## config.mk

```make
export PLATFORM = sky130hd
export DESIGN_NAME = morse_symbol_generator
export DESIGN_NICKNAME = d
export VERILOG_FILES = /design/src/rtl/morse_symbol_generator_pkg.sv /design/src/rtl/morse_unit_timer.sv /design/src/rtl/morse_symbol_generator.sv
export SDC_FILE = /design/constraint.sdc
export NUM_CORES = 1
export LEC_CHECK = 0
export CORE_MARGIN = 5
export CORE_UTILIZATION = 55
export CTS_CLUSTER_DIAMETER = 200
export DETAILED_ROUTE_END_ITERATION = 8
export PLACE_DENSITY = 0.83
export SYNTH_ARGS = -nofsm -noshare
export SYNTH_HDL_FRONTEND = slang
export SYNTH_HIERARCHICAL = 1
export SYNTH_SLANG_ARGS = --single-unit
```

## constraint.sdc

```tcl
create_clock -name clk -period 6 [get_ports clk]
set_input_delay 1.2 -clock clk [delete_from_list [all_inputs] [get_ports clk]]
set_output_delay 1.2 -clock clk [all_outputs]
set_load 0.1 [all_outputs]
```

## src/rtl/morse_symbol_generator_pkg.sv

```systemverilog
// -----------------------------------------------------------------------------
// morse_pkg
// Shared types and constants for the Morse symbol generator:
//   - FSM state enum
//   - PS/2 set-2 special scan codes
//   - pattern record returned by the character lookup
//   - morse_lookup(): set-2 make code -> Morse pattern (A-Z, 0-9, space)
// Pattern bits are left-aligned: element 0 (sent first) lives in bits[4],
// element i in bits[4-i]; 1 = dash, 0 = dot.
// -----------------------------------------------------------------------------
package morse_pkg;

  typedef enum logic [2:0] {
    ST_IDLE     = 3'd0,
    ST_LOAD     = 3'd1,
    ST_MARK     = 3'd2,
    ST_ELEM_GAP = 3'd3,
    ST_CHAR_GAP = 3'd4,
    ST_WORD_GAP = 3'd5
  } morse_state_t;

  localparam logic [7:0] SC_SPACE = 8'h29;
  localparam logic [7:0] SC_EXT   = 8'hE0;
  localparam logic [7:0] SC_BREAK = 8'hF0;

  typedef struct packed {
    logic       valid;
    logic       is_space;
    logic [2:0] len;
    logic [4:0] bits;
  } morse_pat_t;

  function automatic morse_pat_t mk_pat(input logic [2:0] len, input logic [4:0] bits);
    morse_pat_t p;
    p.valid    = 1'b1;
    p.is_space = 1'b0;
    p.len      = len;
    p.bits     = bits;
    return p;
  endfunction

  function automatic morse_pat_t morse_lookup(input logic [7:0] scancode);
    morse_pat_t p;
    p = '0;
    case (scancode)
      8'h1C: p = mk_pat(3'd2, 5'b01000); // A .-
      8'h32: p = mk_pat(3'd4, 5'b10000); // B -...
      8'h21: p = mk_pat(3'd4, 5'b10100); // C -.-.
      8'h23: p = mk_pat(3'd3, 5'b10000); // D -..
      8'h24: p = mk_pat(3'd1, 5'b00000); // E .
      8'h2B: p = mk_pat(3'd4, 5'b00100); // F ..-.
      8'h34: p = mk_pat(3'd3, 5'b11000); // G --.
      8'h33: p = mk_pat(3'd4, 5'b00000); // H ....
      8'h43: p = mk_pat(3'd2, 5'b00000); // I ..
      8'h3B: p = mk_pat(3'd4, 5'b01110); // J .---
      8'h42: p = mk_pat(3'd3, 5'b10100); // K -.-
      8'h4B: p = mk_pat(3'd4, 5'b01000); // L .-..
      8'h3A: p = mk_pat(3'd2, 5'b11000); // M --
      8'h31: p = mk_pat(3'd2, 5'b10000); // N -.
      8'h44: p = mk_pat(3'd3, 5'b11100); // O ---
      8'h4D: p = mk_pat(3'd4, 5'b01100); // P .--.
      8'h15: p = mk_pat(3'd4, 5'b11010); // Q --.-
      8'h2D: p = mk_pat(3'd3, 5'b01000); // R .-.
      8'h1B: p = mk_pat(3'd3, 5'b00000); // S ...
      8'h2C: p = mk_pat(3'd1, 5'b10000); // T -
      8'h3C: p = mk_pat(3'd3, 5'b00100); // U ..-
      8'h2A: p = mk_pat(3'd4, 5'b00010); // V ...-
      8'h1D: p = mk_pat(3'd3, 5'b01100); // W .--
      8'h22: p = mk_pat(3'd4, 5'b10010); // X -..-
      8'h35: p = mk_pat(3'd4, 5'b10110); // Y -.--
      8'h1A: p = mk_pat(3'd4, 5'b11000); // Z --..
      8'h45: p = mk_pat(3'd5, 5'b11111); // 0
      8'h16: p = mk_pat(3'd5, 5'b01111); // 1
      8'h1E: p = mk_pat(3'd5, 5'b00111); // 2
      8'h26: p = mk_pat(3'd5, 5'b00011); // 3
      8'h25: p = mk_pat(3'd5, 5'b00001); // 4
      8'h2E: p = mk_pat(3'd5, 5'b00000); // 5
      8'h36: p = mk_pat(3'd5, 5'b10000); // 6
      8'h3D: p = mk_pat(3'd5, 5'b11000); // 7
      8'h3E: p = mk_pat(3'd5, 5'b11100); // 8
      8'h46: p = mk_pat(3'd5, 5'b11110); // 9
      SC_SPACE: begin
        p.valid    = 1'b1;
        p.is_space = 1'b1;
      end
      // SC_EXT, SC_BREAK and everything else stay invalid
      default: p = '0;
    endcase
    return p;
  endfunction

endpackage

```

## src/rtl/morse_unit_timer.sv

```systemverilog
// -----------------------------------------------------------------------------
// morse_unit_timer
// Prescaler (0..UNIT_CYCLES-1) plus 3-bit unit counter. done_o is high in the
// last clk cycle of a target_units_i * UNIT_CYCLES interval. clear_i restarts
// the interval on the next edge.
// Ports:
//   clk, rst        clock, async active-high reset
//   clear_i         synchronous restart of prescaler and unit counter
//   target_units_i  interval length in units (1..7)
//   done_o          last cycle of the interval
// -----------------------------------------------------------------------------
module morse_unit_timer #(
  parameter int UNIT_CYCLES = 1_200_000
) (
  input  logic       clk,
  input  logic       rst,
  input  logic       clear_i,
  input  logic [2:0] target_units_i,
  output logic       done_o
);

  localparam int PW = (UNIT_CYCLES > 2) ? $clog2(UNIT_CYCLES) : 1;
  localparam logic [PW-1:0] PRESC_LAST = PW'(UNIT_CYCLES - 1);

  logic [PW-1:0] r_presc;
  logic [2:0]    r_units;
  logic          w_unit_end;

  assign w_unit_end = (r_presc == PRESC_LAST);
  assign done_o     = w_unit_end && (r_units == (target_units_i - 3'd1));

  always_ff @(posedge clk or posedge rst) begin
    if (rst) begin
      r_presc <= '0;
      r_units <= '0;
    end else if (clear_i) begin
      r_presc <= '0;
      r_units <= '0;
    end else if (w_unit_end) begin
      r_presc <= '0;
      r_units <= r_units + 3'd1;
    end else begin
      r_presc <= r_presc + 1'b1;
    end
  end

endmodule

```

## src/rtl/morse_symbol_generator.sv

```systemverilog
// -----------------------------------------------------------------------------
// morse_symbol_generator
// Takes one PS/2 set-2 make code per valid/ready handshake and keys it out as
// Morse on morse_o. Space produces a word gap; unsupported codes are dropped
// with a one-cycle unsupported_o pulse.
// Optional feature: define MORSE_SIDETONE_EN to add sidetone_o, a square wave
// (half period TONE_HALF_PERIOD clk cycles) that runs only during marks.
// Ports:
//   clk, rst           clock, async active-high reset
//   scancode_i         set-2 make code
//   scancode_valid_i   scancode_i valid
//   scancode_ready_o   ready to accept a code (IDLE)
//   morse_o            keying output, 1 = mark
//   busy_o             symbol or gap in progress
//   unsupported_o      pulse when a code is dropped
//   sidetone_o         sidetone square wave (MORSE_SIDETONE_EN only)
//
// state     | meaning
// ----------+-------------------------------------------------
// IDLE      | ready, waiting for a handshake
// LOAD      | one cycle: look up the latched code
// MARK      | key down for one element (1 or 3 units)
// ELEM_GAP  | 1 unit low between elements
// CHAR_GAP  | 3 units low after the last element
// WORD_GAP  | 7 units low for a space
// -----------------------------------------------------------------------------
module morse_symbol_generator
  import morse_pkg::*;
#(
  parameter int UNIT_CYCLES      = 1_200_000,
  parameter int TONE_HALF_PERIOD = 10_000
) (
  input  logic       clk,
  input  logic       rst,
  input  logic [7:0] scancode_i,
  input  logic       scancode_valid_i,
  output logic       scancode_ready_o,
  output logic       morse_o,
  output logic       busy_o,
  output logic       unsupported_o
`ifdef MORSE_SIDETONE_EN
  ,
  output logic       sidetone_o
`endif
);

  if (UNIT_CYCLES < 2) begin : g_bad_unit
    $error("UNIT_CYCLES must be >= 2");
  end
  if (TONE_HALF_PERIOD < 1) begin : g_bad_tone
    $error("TONE_HALF_PERIOD must be >= 1");
  end

  morse_state_t r_state, w_next_state;
  logic [7:0]   r_code;
  logic [2:0]   r_elem;
  morse_pat_t   w_pat;
  logic         w_is_dash;
  logic         w_last_elem;
  logic [2:0]   w_target_units;
  logic         w_clear;
  logic         w_done;

  assign w_pat       = morse_lookup(r_code);
  assign w_is_dash   = w_pat.bits[3'd4 - r_elem];
  assign w_last_elem = (r_elem == (w_pat.len - 3'd1));

  always_comb begin
    w_target_units = 3'd1;
    case (r_state)
      ST_MARK:     w_target_units = w_is_dash ? 3'd3 : 3'd1;
      ST_ELEM_GAP: w_target_units = 3'd1;
      ST_CHAR_GAP: w_target_units = 3'd3;
      ST_WORD_GAP: w_target_units = 3'd7;
      default:     w_target_units = 3'd1;
    endcase
  end

  // Restart timing on every state entry; hold it at zero while IDLE/LOAD.
  assign w_clear = (w_next_state != r_state) || (r_state == ST_IDLE) || (r_state == ST_LOAD);

  morse_unit_timer #(
    .UNIT_CYCLES (UNIT_CYCLES)
  ) u_timer (
    .clk            (clk),
    .rst            (rst),
    .clear_i        (w_clear),
    .target_units_i (w_target_units),
    .done_o         (w_done)
  );

  always_ff @(posedge clk or posedge rst) begin
    if (rst) begin
      r_state <= ST_IDLE;
    end else begin
      r_state <= w_next_state;
    end
  end

  always_comb begin
    w_next_state = r_state;
    case (r_state)
      ST_IDLE: begin
        if (scancode_valid_i) w_next_state = ST_LOAD;
      end
      ST_LOAD: begin
        if (!w_pat.valid)       w_next_state = ST_IDLE;
        else if (w_pat.is_space) w_next_state = ST_WORD_GAP;
        else                    w_next_state = ST_MARK;
      end
      ST_MARK: begin
        if (w_done) w_next_state = w_last_elem ? ST_CHAR_GAP : ST_ELEM_GAP;
      end
      ST_ELEM_GAP: begin
        if (w_done) w_next_state = ST_MARK;
      end
      ST_CHAR_GAP, ST_WORD_GAP: begin
        if (w_done) w_next_state = ST_IDLE;
      end
      default: w_next_state = ST_IDLE;
    endcase
  end

  // Outputs decode the state register only, so morse_o has no path from the
  // inputs and falls immediately when rst asynchronously forces IDLE.
  always_comb begin
    scancode_ready_o = (r_state == ST_IDLE);
    busy_o           = (r_state != ST_IDLE);
    morse_o          = (r_state == ST_MARK);
    unsupported_o    = (r_state == ST_LOAD) && !w_pat.valid;
  end

  always_ff @(posedge clk or posedge rst) begin
    if (rst) begin
      r_code <= '0;
    end else if ((r_state == ST_IDLE) && scancode_valid_i) begin
      r_code <= scancode_i;
    end
  end

  always_ff @(posedge clk or posedge rst) begin
    if (rst) begin
      r_elem <= '0;
    end else if (r_state == ST_LOAD) begin
      r_elem <= '0;
    end else if ((r_state == ST_MARK) && w_done) begin
      r_elem <= r_elem + 3'd1;
    end
  end

`ifdef MORSE_SIDETONE_EN
  localparam int TW = (TONE_HALF_PERIOD > 2) ? $clog2(TONE_HALF_PERIOD) : 1;
  localparam logic [TW-1:0] TONE_LAST = TW'(TONE_HALF_PERIOD - 1);

  logic [TW-1:0] r_tone_cnt;
  logic          r_tone;

  always_ff @(posedge clk or posedge rst) begin
    if (rst) begin
      r_tone_cnt <= '0;
      r_tone     <= 1'b0;
    end else if (r_state != ST_MARK) begin
      r_tone_cnt <= '0;
      r_tone     <= 1'b0;
    end else if (r_tone_cnt == TONE_LAST) begin
      r_tone_cnt <= '0;
      r_tone     <= ~r_tone;
    end else begin
      r_tone_cnt <= r_tone_cnt + 1'b1;
    end
  end

  // Gate with the state so the tone stops on the same edge the mark ends.
  assign sidetone_o = r_tone && (r_state == ST_MARK);
`endif

endmodule
```

==> results.sh, run 1 <==
export IMPL_pin_count=15
export IMPL_multiInputGateArea_um2=1884
export IMPL_dr_pass1_iters=6
export IMPL_synth_edf_count=0
export IMPL_drcViolationCount=0
export IMPL_regArea_um2=950.9
export IMPL_crit_required_ns=4.80
export IMPL_yosysTopAreaCellShare_pct=31.31
export IMPL_placedInstanceArea_um2=3137
export IMPL_power_total_mw=1.065
export IMPL_power_leakage_nw=1.287
export IMPL_slowest_delay_ns=1.15
export IMPL_drt_iter0_markers=311
export IMPL_clk_path_buf_depth=2
export IMPL_cellInternalPower_uw=596.6
export IMPL_routed_wl_um=7076
export IMPL_seqPwrFrac_pct=43.1
export IMPL_final_area_um2=3251
export IMPL_die_h_um=84.31
export IMPL_hp_class="flip-flop to flip-flop"
export IMPL_place_congestion=0.9147
export IMPL_antenna_found_initial=0
export IMPL_insertion_delay_ns=0.29
export IMPL_htreeDepth=2
export IMPL_cts_buffers=5
export IMPL_holdWs_ns=0.5080
export IMPL_grt_pass1_wl_um=12160
export IMPL_p_per_area_nw_per_um2=327.5
export IMPL_yosysWarnings=6
export IMPL_relSlewSlack_pct=34.65
export IMPL_synthArstFlopShare_pct=100.0
export IMPL_drv_cap=0
export IMPL_tns_ns=0
export IMPL_worstRegToRegCells=16
export IMPL_synth_cells=356
export IMPL_timing_fmax_ghz=0.1975
export IMPL_setup_viol=0
export IMPL_grt_usage_pct=20.71
export IMPL_syn_area_per_cell_um2=8.530
export IMPL_synth_seq_cells=38
export IMPL_hpwl_um=5168
export IMPL_diodes=0
export IMPL_critPathKind="flip-flop to output pin"
export IMPL_dieWidth_um=84.31
export IMPL_syn_area_um2=3037
export IMPL_grt_overflow=0
export IMPL_clk_pin_slew_ns=0.08
export IMPL_cts_resized=0
export IMPL_switching_share_pct=43.96
export IMPL_num_vias=2645
export IMPL_worst_slew_pin_slew_ns=0.9772
export IMPL_ys_flop_type="dfrtp_1"
export IMPL_num_rows=27
export IMPL_worst_path_max_fanout=23
export IMPL_grt_pass1_vias=2541
export IMPL_ys_types=67
export IMPL_n_fill_cell=469
export IMPL_worstPathCellList="and2b_4, a32o_1, a31oi_1, o2111ai_1, a2111oi_0, nand2_1, nor2b_1, clkdlybuf4s50_1"
export IMPL_p_comb_share_pct=36.2
export IMPL_grt_max_degree=25
export IMPL_core_um2=5439
export IMPL_whs_path_depth=1
export IMPL_wire_per_inst_um=16.49
export IMPL_io_buffers=14
export IMPL_viasPerCell=6.166
export IMPL_cts_num_sinks=38
export IMPL_rsz0062_at_grt="false"
export IMPL_drive_above_1_share_pct=9.524
export IMPL_clkPwrFrac_pct=20.6
export IMPL_final_common_cell="nor2_1"
export IMPL_ys_top_cells_by_area="dfrtp_1 (31%), nor2_1 (4.8%), xnor2_1 (4.3%)"
export IMPL_postCtsHoldBufs=0
export IMPL_cts_setup_buffers=0
export IMPL_cts_tree="built"
export IMPL_dieArea_um2=7107
export IMPL_p_sw_uw=468.1
export IMPL_initial_utilization_pct=55.83
export IMPL_nNetsFinal=373
export IMPL_cp_slowest_cell="clkdlybuf4s50_1"
export IMPL_fin_worst_skew_ns=0.005951
export IMPL_layout_common_cells="nor2_1 (39), dfrtp_1 (38), nand2_1 (24)"
export IMPL_syn_to_final_growth_pct=7.046
export IMPL_yosysSeqAreaShare_pct=31.31
export IMPL_drv_slew=0
export IMPL_cts_root_buf="clkbuf_8"
export IMPL_critPathArrivalTime_ns=3.86
export IMPL_hold_viol_final=0
export IMPL_antenna_left=0
export IMPL_period_needed_ns=5.064
export IMPL_final_util_pct=59.77
export IMPL_yosysTopAreaCell="dfrtp_1"
export IMPL_vdd_drop_max_mv=0.3475
export IMPL_critPathLaunchType="flip-flop"
export IMPL_worstSetupEndpointType="output pin"
export IMPL_finalCritPeriodShare_pct=84.41
export IMPL_status="completed"
-- sequential cells by signal, indices dropped and copies added (netlist names) --
signal           cells
r_code               8
r_elem               3
r_state              3
u_timer/r_presc     21
u_timer/r_units      3
-- area by class of cell --
class,count,share of cell area (%)
tap,72,2.771
inverter,19,2.194
timing repair buffer,14,4.311
multi-input combinational,278,57.97
clock buffer,5,2.117
clock inverter,3,1.386
sequential,38,29.25
-- metrics by stage --
| stage | instances | setup WS [ns] |
|---|---|---|
| 6_report | 429 | 0.9356 |
| 5_1_grt | 429 | 0.7588 |
| 4_1_cts | 429 | 0.9559 |
| 3_5_place_dp | 421 | 1.287 |
| 3_3_place_gp | 421 | 1.295 |
| 2_1_floorplan | 357 | 1.693 |
-- power groups by stage --
stage | combinational (mW) | clock [mW] | sequential, mW
6_report | 0.386 | 0.220 | 0.459
5_1_grt | 0.426 | 0.240 | 0.473
4_1_cts | 0.383 | 0.227 | 0.452
3_5_place_dp | 0.380 | 0 | 0.458
3_3_place_gp | 0.384 | 0 | 0.457
2_1_floorplan | 0.416 | 0 | 0.359
-- kinds of logic after synthesis --
family	synth area share [%]
other	0.1235
and+or+nand+nor	32.59
xor gates and xnor gates	7.499
AOI/OAI and AO/OA	15.62
DFF	31.31
adders and majority gates	2.472
muxes	3.626
buffers and inverters	6.757
-- path summary, 6_finish.rpt --
check | from | to | slack, ns
max | r_code[3] | unsupported_o | 0.94
min | u_timer/r_presc[0] | u_timer/r_presc[0] | 0.51
max reg2reg | r_code[4] | u_timer/r_presc[2] | 1.35
min reg2reg | u_timer/r_presc[0] | u_timer/r_presc[0] | 0.51
max in group asynchronous | rst | u_timer/r_presc[18] | 4.01
min in group asynchronous | rst | r_code[0] | 1.33
-- metal layers --
layer  part of all wire (%)  GRT usage [%]  routed length (um)  vias up
met5                      0              0                   0        -
met4                    3.7          10.96                 263        0
met3                    4.5          3.729                 317       22
met2                     48          34.36                3429       82
met1                     43          25.53                3065     1255
li1                       -              -                   -     1286
-- worst max-delay path, delay by kind of cell, from the launching register on --
family | cells | cell delay (ns)
flip-flops | 1 | 0.82
buffers and inverters | 1 | 1.15
AO/OA/AOI/OAI | 4 | 0.98
AND/OR/NAND/NOR | 3 | 0.62
-- Yosys cell counts (6+ instances only) --
cell type and count:
nor2_1 39, dfrtp_1 38, nand2_1 24, inv_1 19, o21ai_0 18, a21oi_1 15
nand3_1 15, xnor2_1 15, nor3_1 14, xor2_1 11, mux2_2 8, buf_2 7
clkbuf_1 7, nor3b_1 7, ha_1 6, nand4_1 6, nor2b_1 6, nor4_1 6
No activity file was read; power rests on OpenSTA's default activity.
==> run 2: changes to the inputs <==
- clock period: 6 -> 4.73 ns (I/O delays scaled with it)
==> results.sh, run 2 (synthesized netlist as in run 1, its figures left out) <==
export IMPL_n_fill_cell=476
export IMPL_drv_cap=0
export IMPL_r2r_end="u_timer/r_presc[5]"
export IMPL_drt_iter0_markers=263
export IMPL_place_congestion=1.018
export IMPL_syn_to_final_growth_pct=7.458
export IMPL_clk_path_buf_depth=2
export IMPL_power_total_mw=1.350
export IMPL_worstHoldEndpoint="u_timer/r_presc[0]"
export IMPL_critPathArrivalTime_ns=4.42
export IMPL_relSlewSlack_pct=33.43
export IMPL_insertion_delay_ns=0.29
export IMPL_grt_pass1_vias=2585
export IMPL_final_common_cell="nor2_1"
export IMPL_worstPathCellList="and2b_4, a32o_1, a31oi_1, o2111ai_1, a2111oi_0, nand2_1, a21oi_1, a31oi_1, inv_1, ha_1, xor2_1, nand3_1, nor3_1, buf_4, a21o_1, o21bai_2, nor2_1"
export IMPL_antenna_found_initial=0
export IMPL_reg2reg_slack_ns=0.45
export IMPL_num_rows=27
export IMPL_cts_buffers=5
export IMPL_worstRegToRegCells=17
export IMPL_diodes=0
export IMPL_largest_register="u_timer/r_presc"
export IMPL_routed_wl_um=7044
export IMPL_drv_slew=0
export IMPL_hp_class="flip-flop to flip-flop"
export IMPL_die_h_um=84.31
export IMPL_grt_overflow=0
export IMPL_core_um2=5439
export IMPL_worstSetupEndpointType="flip-flop"
export IMPL_drcViolationCount=0
export IMPL_top_regs="u_timer/r_presc x21, r_code x8"
export IMPL_grt_usage_pct=20.28
export IMPL_drive_above_1_share_pct=10.00
export IMPL_initial_utilization_pct=55.83
export IMPL_vdd_drop_max_mv=0.3224
export IMPL_power_leakage_nw=1.307
export IMPL_nNetsFinal=376
export IMPL_fin_worst_skew_ns=0.008104
export IMPL_dr_pass1_iters=5
export IMPL_final_util_pct=60.00
export IMPL_clk_pin_slew_ns=0.08
export IMPL_timing_fmax_ghz=0.2336
export IMPL_postCtsHoldBufs=0
export IMPL_cts_tree="built"
export IMPL_crit_top_cell="a31oi_1"
export IMPL_slowest_delay_ns=0.83
export IMPL_crit_buf_inv=2
export IMPL_finalCritPeriodShare_pct=90.51
export IMPL_setup_viol=0
export IMPL_io_buffers=14
export IMPL_dieArea_um2=7107
export IMPL_cts_num_sinks=38
export IMPL_rsz0062_at_grt="false"
export IMPL_whs_path_depth=1
export IMPL_holdWs_ns=0.5084
export IMPL_hold_viol_final=0
export IMPL_grt_pass1_wl_um=11960
export IMPL_status="completed"
export IMPL_worst_slew_pin_slew_ns=0.9954
export IMPL_p_per_area_nw_per_um2=413.8
export IMPL_layout_common_cells="nor2_1 (39), dfrtp_1 (38), nand2_1 (24)"
export IMPL_worst_path_max_fanout=23
export IMPL_cp_slowest_cell="dfrtp_1"
export IMPL_hpwl_um=5090
export IMPL_crit_required_ns=4.87
export IMPL_instances_no_fill=432
export IMPL_antenna_left=0
export IMPL_wire_per_inst_um=16.31
export IMPL_dieWidth_um=84.31
export IMPL_cts_root_buf="clkbuf_8"
export IMPL_cts_resized=0
export IMPL_largest_reg_flops=21
export IMPL_critPathLaunchType="flip-flop"
export IMPL_viasPerCell=6.162
export IMPL_tns_ns=0
export IMPL_placed_cells=424
export IMPL_num_vias=2662
export IMPL_min_from="u_timer/r_presc[0]"
export IMPL_period_needed_ns=4.281
export IMPL_cts_setup_buffers=0
export IMPL_r2r_start="r_code[3]"
export IMPL_grt_max_degree=25
export IMPL_cp_top_family="compound AO/OA/AOI/OAI gates"
export IMPL_critPathKind="flip-flop to flip-flop"
export IMPL_htreeDepth=2
export IMPL_pin_count=15
==> run 2: cell count changes in the layout (fill, tap and decap cells not counted) <==
cell / change
clkbuf_1: +2
clkinvlp_4: -2
clkdlybuf4s50_1: -1
buf_4: +4
==> run 2: how the worst max path moves through the flow <==
| stage | start | endpoint | slack, ns | depth (start not counted) |
|---|---|---|---|---|
| finish | r_code[3] | u_timer/r_presc[5] | 0.45 | 17 |
| global route | r_code[5] | u_timer/r_presc[8] | 0.19 | 17 |
| CTS | r_code[3] | u_timer/r_presc[5] | 0.52 | 17 |
| detailed placement | r_code[3] | u_timer/r_presc[7] | 0.59 | 17 |
| global placement | r_code[3] | u_timer/r_presc[11] | 0.62 | 17 |
| floorplan | r_code[0] | unsupported_o | 0.68 | 8 |
==> run 2: where the power goes <==
group | internal (mW) | switching [mW] | total (mW)
Sequential | 0.386 | 0.182 | 0.568
Clock | 0.158 | 0.112 | 0.270
Combinational | 0.221 | 0.291 | 0.512
==> run 2: per-layer routing <==
| layer | vias up | track usage (%) | wire length [um] |
|---|---|---|---|
| li1 | 1297 | - | - |
| met1 | 1246 | 24.80 | 3015 |
| met2 | 95 | 35.29 | 3526 |
| met3 | 24 | 3.533 | 310 |
| met4 | 0 | 8.041 | 191 |
| met5 | - | 0 | 0 |
==> run 2: per-stage QoR <==
step / cell area, um^2 / setup slack (ns)
after floorplan: 3040 / 0.6770
after global placement: 3157 / 0.6241
after detailed placement: 3157 / 0.5883
after CTS: 3263 / 0.5214
after global routing: 3263 / 0.1928
final: 3263 / 0.4487
==> run 2: layout make-up <==
cell class	count	area, um^2	share of cell area, %
Multi-Input combinational cell	278	1884	57.75
Sequential cell	38	950.9	29.14
Timing Repair Buffer	17	160.2	4.908
Tap cell	72	90.09	2.761
Clock buffer	7	76.32	2.339
Inverter	19	71.32	2.186
Clock inverter	1	30.03	0.9202
==> edit 1, RTL diff (flow settings as in run 2) <==
Build with the macro `MORSE_SIDETONE_EN` defined.
--- a/src/rtl/morse_symbol_generator.sv
+++ b/src/rtl/morse_symbol_generator.sv
@@ -24,6 +24,8 @@
 // CHAR_GAP  | 3 units low after the last element
 // WORD_GAP  | 7 units low for a space
 // -----------------------------------------------------------------------------
+`define MORSE_SIDETONE_EN
+
 module morse_symbol_generator
   import morse_pkg::*;
 #(
Formal check against the unedited RTL (old outputs only; new: sidetone_o): equivalent (equiv_simple and equiv_induct, registers matched by name and starting in step).
==> edit 1 against run 2 <==
Design area up 25%. Power shrank 42%. Sequential cell count up 15. Area after synthesis increased by 25%. Routed wire length increased by 22%. Count of clock-buffer cells in the layout fell by 1. Register-to-register slack better by 140 ps. Clock power is 14% higher. Worst setup slack got worse by 170 ps. Critical path type is now reg -> out. Critical endpoint is now unsupported_o.
==> edit 1: results (changes against run 2) <==
metric;value;unit;change
outcome;complete, no violations;;
yosys-top-cells-count;dfrtp_1 (53), nor2_1 (48), nand2_1 (29), nand3_1 (21), xor2_1 (20);;
gp_congestion;0.941;;-7.6%
ys_seq_area_frac;0.349;;+0.0362
cts_max_level;2;;unchanged
synthDistinctLibCells;75;;+12%
antenna_found_initial;0;;unchanged
synth_flop_cell;dfrtp_1;;
cts-root-buf;clkbuf_8;;
grt_pass1_vias;3039;;+18%
cts_max_path_buffers;2;;unchanged
cp_max_fo;16;;-30%
place_hpwl;6250;µm;+23%
hold_start;r_tone_cnt[0]$_DFF_PP0_;;
min_delay_path_depth;1;;unchanged
arrival;3510;ps;-910 ps
min_to;r_tone_cnt[0]$_DFF_PP0_;;
drt_iter0_drc;240;;-8.7%
hp-class;reg -> reg;;
firstDrtPassIters;5;;unchanged
reg_top3;u_timer/r_presc (21), r_tone_cnt (14), r_code (8);;
worst_hold_slack;492;ps;-16.0 ps
synth_async_sr_flop_share;1.00;;unchanged
r2r_slack;590;ps;+140 ps
wirelength;8600;µm;+22%
ir_drop;0.168;mV;-48%
cts.repair.resized;0;;unchanged
post_cts_buffers;0;;unchanged
grt_start_max_net_pins;30;;+20%
p_leak;1.66;nW;+27%
cts_buffers;5;;unchanged
max_slew_margin;0.333;;-0.00154
yosys_warnings;6;;unchanged
crit-reg2reg-launch;r_code[0]$_DFFE_PP0P_;;
drc;0;;unchanged
grt_pass1_wl;14800;µm;+24%
layout.nets;451;;+20%
crit_path_top_delay_cell;dfrtp_1;;
finClkSkew;14.6;ps;+6.53 ps
diodes;0;;unchanged
r2r-end;u_timer/r_presc[16]$_DFF_PP0_;;
largest_register;u_timer/r_presc;;
grt.total_usage;0.208;;+0.00537
worstRegToRegCells;14;;-3
clk_latency;300;ps;
slowest_delay;690;ps;-140 ps
cpLargestDelayFamily;simple AND/OR/NAND/NOR gates;;
yosys-top-cells-area;dfrtp_1 (35%), nor2_1 (4.7%), xor2_1 (4.6%);;
vias;3203;;+20%
io_buffer_count;15;;+1
filler_cell_count;588;;+24%
clk_pin_slew;100;ps;+20 ps
final_layout_size_suffix_gt1_frac;0.106;;+0.00599
==> edit 1: cell types whose count changed in the layout (fill, tap and decap cells not counted), sizes merged, moves of 6 or more <==
cell,run 2,this run
dfrtp,38,53
xor2,11,20
nand4,9,15
nand2b,4,12
nor2,39,48
buf,4,11
==> edit 1: metal layers <==
layer / part of all wire / up-vias / global-route usage / wire [µm]
met2: 0.49 / 96 / 0.337 / 4200
met3: 0.040 / 10 / 0.0274 / 342
met4: 0.012 / 0 / 0.0574 / 106
met5: 0 / - / 0 / 0
li1: - / 1558 / - / -
met1: 0.46 / 1539 / 0.294 / 3950
==> edit 1: cells by family after synthesis <==
family          after synthesis  share of synthesized area
mux                          12                     0.0343
buf+inv                      41                     0.0606
xor+xnor                     37                     0.0854
fa+ha+maj                     7                     0.0231
flops                        53                      0.349
simple gates                200                      0.311
other cells                   1                   0.000988
compound gates               74                      0.135
==> edit 1: through the flow <==
step	setup slack, ps	instance area (µm²)	instances
2_1_floorplan	233	3800	426
3_3_place_gp	621	3950	506
3_5_place_dp	647	3950	506
4_1_cts	312	4060	514
5_1_grt	184	4060	514
6_report	279	4060	514
==> edit 1: worst max path at each step <==
stage               slack [ps]  cells after the start             startpoint                      endpoint
global placement           620                      8  r_code[0]$_DFFE_PP0P_                 unsupported_o
CTS                        310                      8  r_code[0]$_DFFE_PP0P_                 unsupported_o
detailed placement         650                     14  r_code[0]$_DFFE_PP0P_  u_timer/r_presc[2]$_DFF_PP0_
floorplan                  230                      7  r_code[2]$_DFFE_PP0P_                 unsupported_o
finish                     280                      8  r_code[0]$_DFFE_PP0P_                 unsupported_o
global route               180                      8  r_code[0]$_DFFE_PP0P_                 unsupported_o
==> edit 1: layout make-up <==
type	count	area (µm²)	share of cell area
timing repair buffer	24	213	0.0524
tap	80	100	0.0246
inverter	17	63.8	0.0157
clock buffer	6	72.6	0.0179
sequential	53	1330	0.326
multi-input combinational	332	2250	0.553
clock inverter	2	38.8	0.00955
==> edit 1: where the power goes <==
| part | total (mW) | internal, mW | switching, mW |
|---|---|---|---|
| clock network | 0.308 | 0.159 | 0.149 |
| registers | 0.457 | 0.454 | 0.00233 |
| logic | 0.0247 | 0.0113 | 0.0134 |
==> edit 2, RTL diff (flow settings as in run 2) <==
Without the edit above. The 6 states of `morse_state_t` get a one-hot encoding in 6 bits.
--- a/src/rtl/morse_symbol_generator_pkg.sv
+++ b/src/rtl/morse_symbol_generator_pkg.sv
@@ -10,13 +10,13 @@
 // -----------------------------------------------------------------------------
 package morse_pkg;
 
-  typedef enum logic [2:0] {
-    ST_IDLE     = 3'd0,
-    ST_LOAD     = 3'd1,
-    ST_MARK     = 3'd2,
-    ST_ELEM_GAP = 3'd3,
-    ST_CHAR_GAP = 3'd4,
-    ST_WORD_GAP = 3'd5
+  typedef enum logic [5:0] {
+    ST_IDLE     = 6'b000001,
+    ST_LOAD     = 6'b000010,
+    ST_MARK     = 6'b000100,
+    ST_ELEM_GAP = 6'b001000,
+    ST_CHAR_GAP = 6'b010000,
+    ST_WORD_GAP = 6'b100000
   } morse_state_t;
 
   localparam logic [7:0] SC_SPACE = 8'h29;
Check against the original RTL: same outputs for any inputs over 10 cycles, from zero or initial values and one cycle with rst high; not proved beyond that.
==> edit 2 against run 2 <==
Area after synthesis grew 6.2%. Clock power is 5% lower. Synthesized cell count grew 1.7%. Worst setup slack better by 120 ps. Sequential share of layout area up 0.70 points. Utilization rose by 1.4 points. Power rose by 12%. Count of clock-buffer cells in the layout unchanged. Routed wire length is 2.8% lower. Sequential cell count up 3. Design area rose by 5.5%.
==> edit 2: results (changes against run 2) <==
metric;value;unit;change
outcome;complete, no violations;;
p_clk_frac;0.170;;-0.030
crit-reg2reg-launch;r_code[0]$_DFFE_PP0P_;;
finalCoreUtilization;0.614;;+0.0138
drt-vias-per-instance;6.19;;+0.41%
dpl_cell_area;0.00334;mm²;+5.8%
regArea;0.00103;mm²;+8.0%
slew_violations;0;;unchanged
r2r-end;u_timer/r_presc[8]$_DFF_PP0_;;
reg_top3;u_timer/r_presc (21), r_code (8), r_state (6);;
r2r_slack;570;ps;+120 ps
final_layout_size_suffix_gt1_frac;0.115;;+0.0148
tightest_slew;966;ps;-29.7 ps
finClkSkew;9.12;ps;+1.02 ps
clock_tree_area_fraction;0.0294;;-0.00315
ir_drop;0.489;mV;+52%
cts-root-buf;clkbuf_8;;
arrival;4310;ps;-110 ps
cpLargestDelayFamily;simple AND/OR/NAND/NOR gates;;
place_hpwl;4970;µm;-2.4%
layout.nets;382;;+1.6%
drt_iter0_drc;147;;-44%
avgSynthCellArea;8.91;µm²;+4.4%
worstRegToRegCells;16;;-1
powerComb;661;µW;+29%
yosys-top-cells-count;nor2_1 (41), dfrtp_1 (40), nand2_1 (21), nand3_1 (19);;
slowest_delay;790;ps;-40 ps
wl_per_cell;15.6;µm;-4.1%
ys_seq_area_frac;0.319;;+0.00544
worst_hold_slack;513;ps;+4.85 ps
post-place-ws;609;ps;+20.3 ps
multi_input_gates;286;;+2.9%
cp_max_fo;25;;+8.7%
inv_count;15;;-4
gp_congestion;0.921;;-9.5%
clock_sinks;41;;+7.9%
grt_pass1_wl;12100;µm;+1.5%
multiInputGateArea;0.00201;mm²;+6.9%
firstDrtPassIters;4;;-1
grt_start_max_net_pins;26;;+4.0%
yosys-top-cells-area;dfrtp_1 (31%), nor2_1 (4.8%), xor2_1 (4.6%);;
edit 2: metal layers:
metal / track usage / wire [µm] / vias to the layer above
li1: - / - / 1324
met1: 0.282 / 3180 / 1280
met2: 0.302 / 3170 / 92
met3: 0.0361 / 389 / 14
met4: 0.0737 / 115 / 0
met5: 0 / 0 / -
edit 2: kinds of logic (layout without fill, tap and decap cells):
family	after synthesis	count (layout)	share of synthesized area
buffers and inverters	36	39	0.0594
XOR/XNOR	31	31	0.0842
other	1	2	0.00116
adder cells (fa/ha/maj)	6	6	0.0233
AO/OA/AOI/OAI	68	68	0.141
AND/OR/NAND/NOR	168	168	0.335
multiplexers	11	11	0.0373
flip-flops	41	41	0.319
edit 2: per-stage QoR:
step / power, mW / cells
floorplan: 1.16 / 363
global placement: 1.24 / 430
detailed placement: 1.25 / 430
CTS: 1.51 / 438
global route: 1.62 / 438
finish: 1.51 / 438
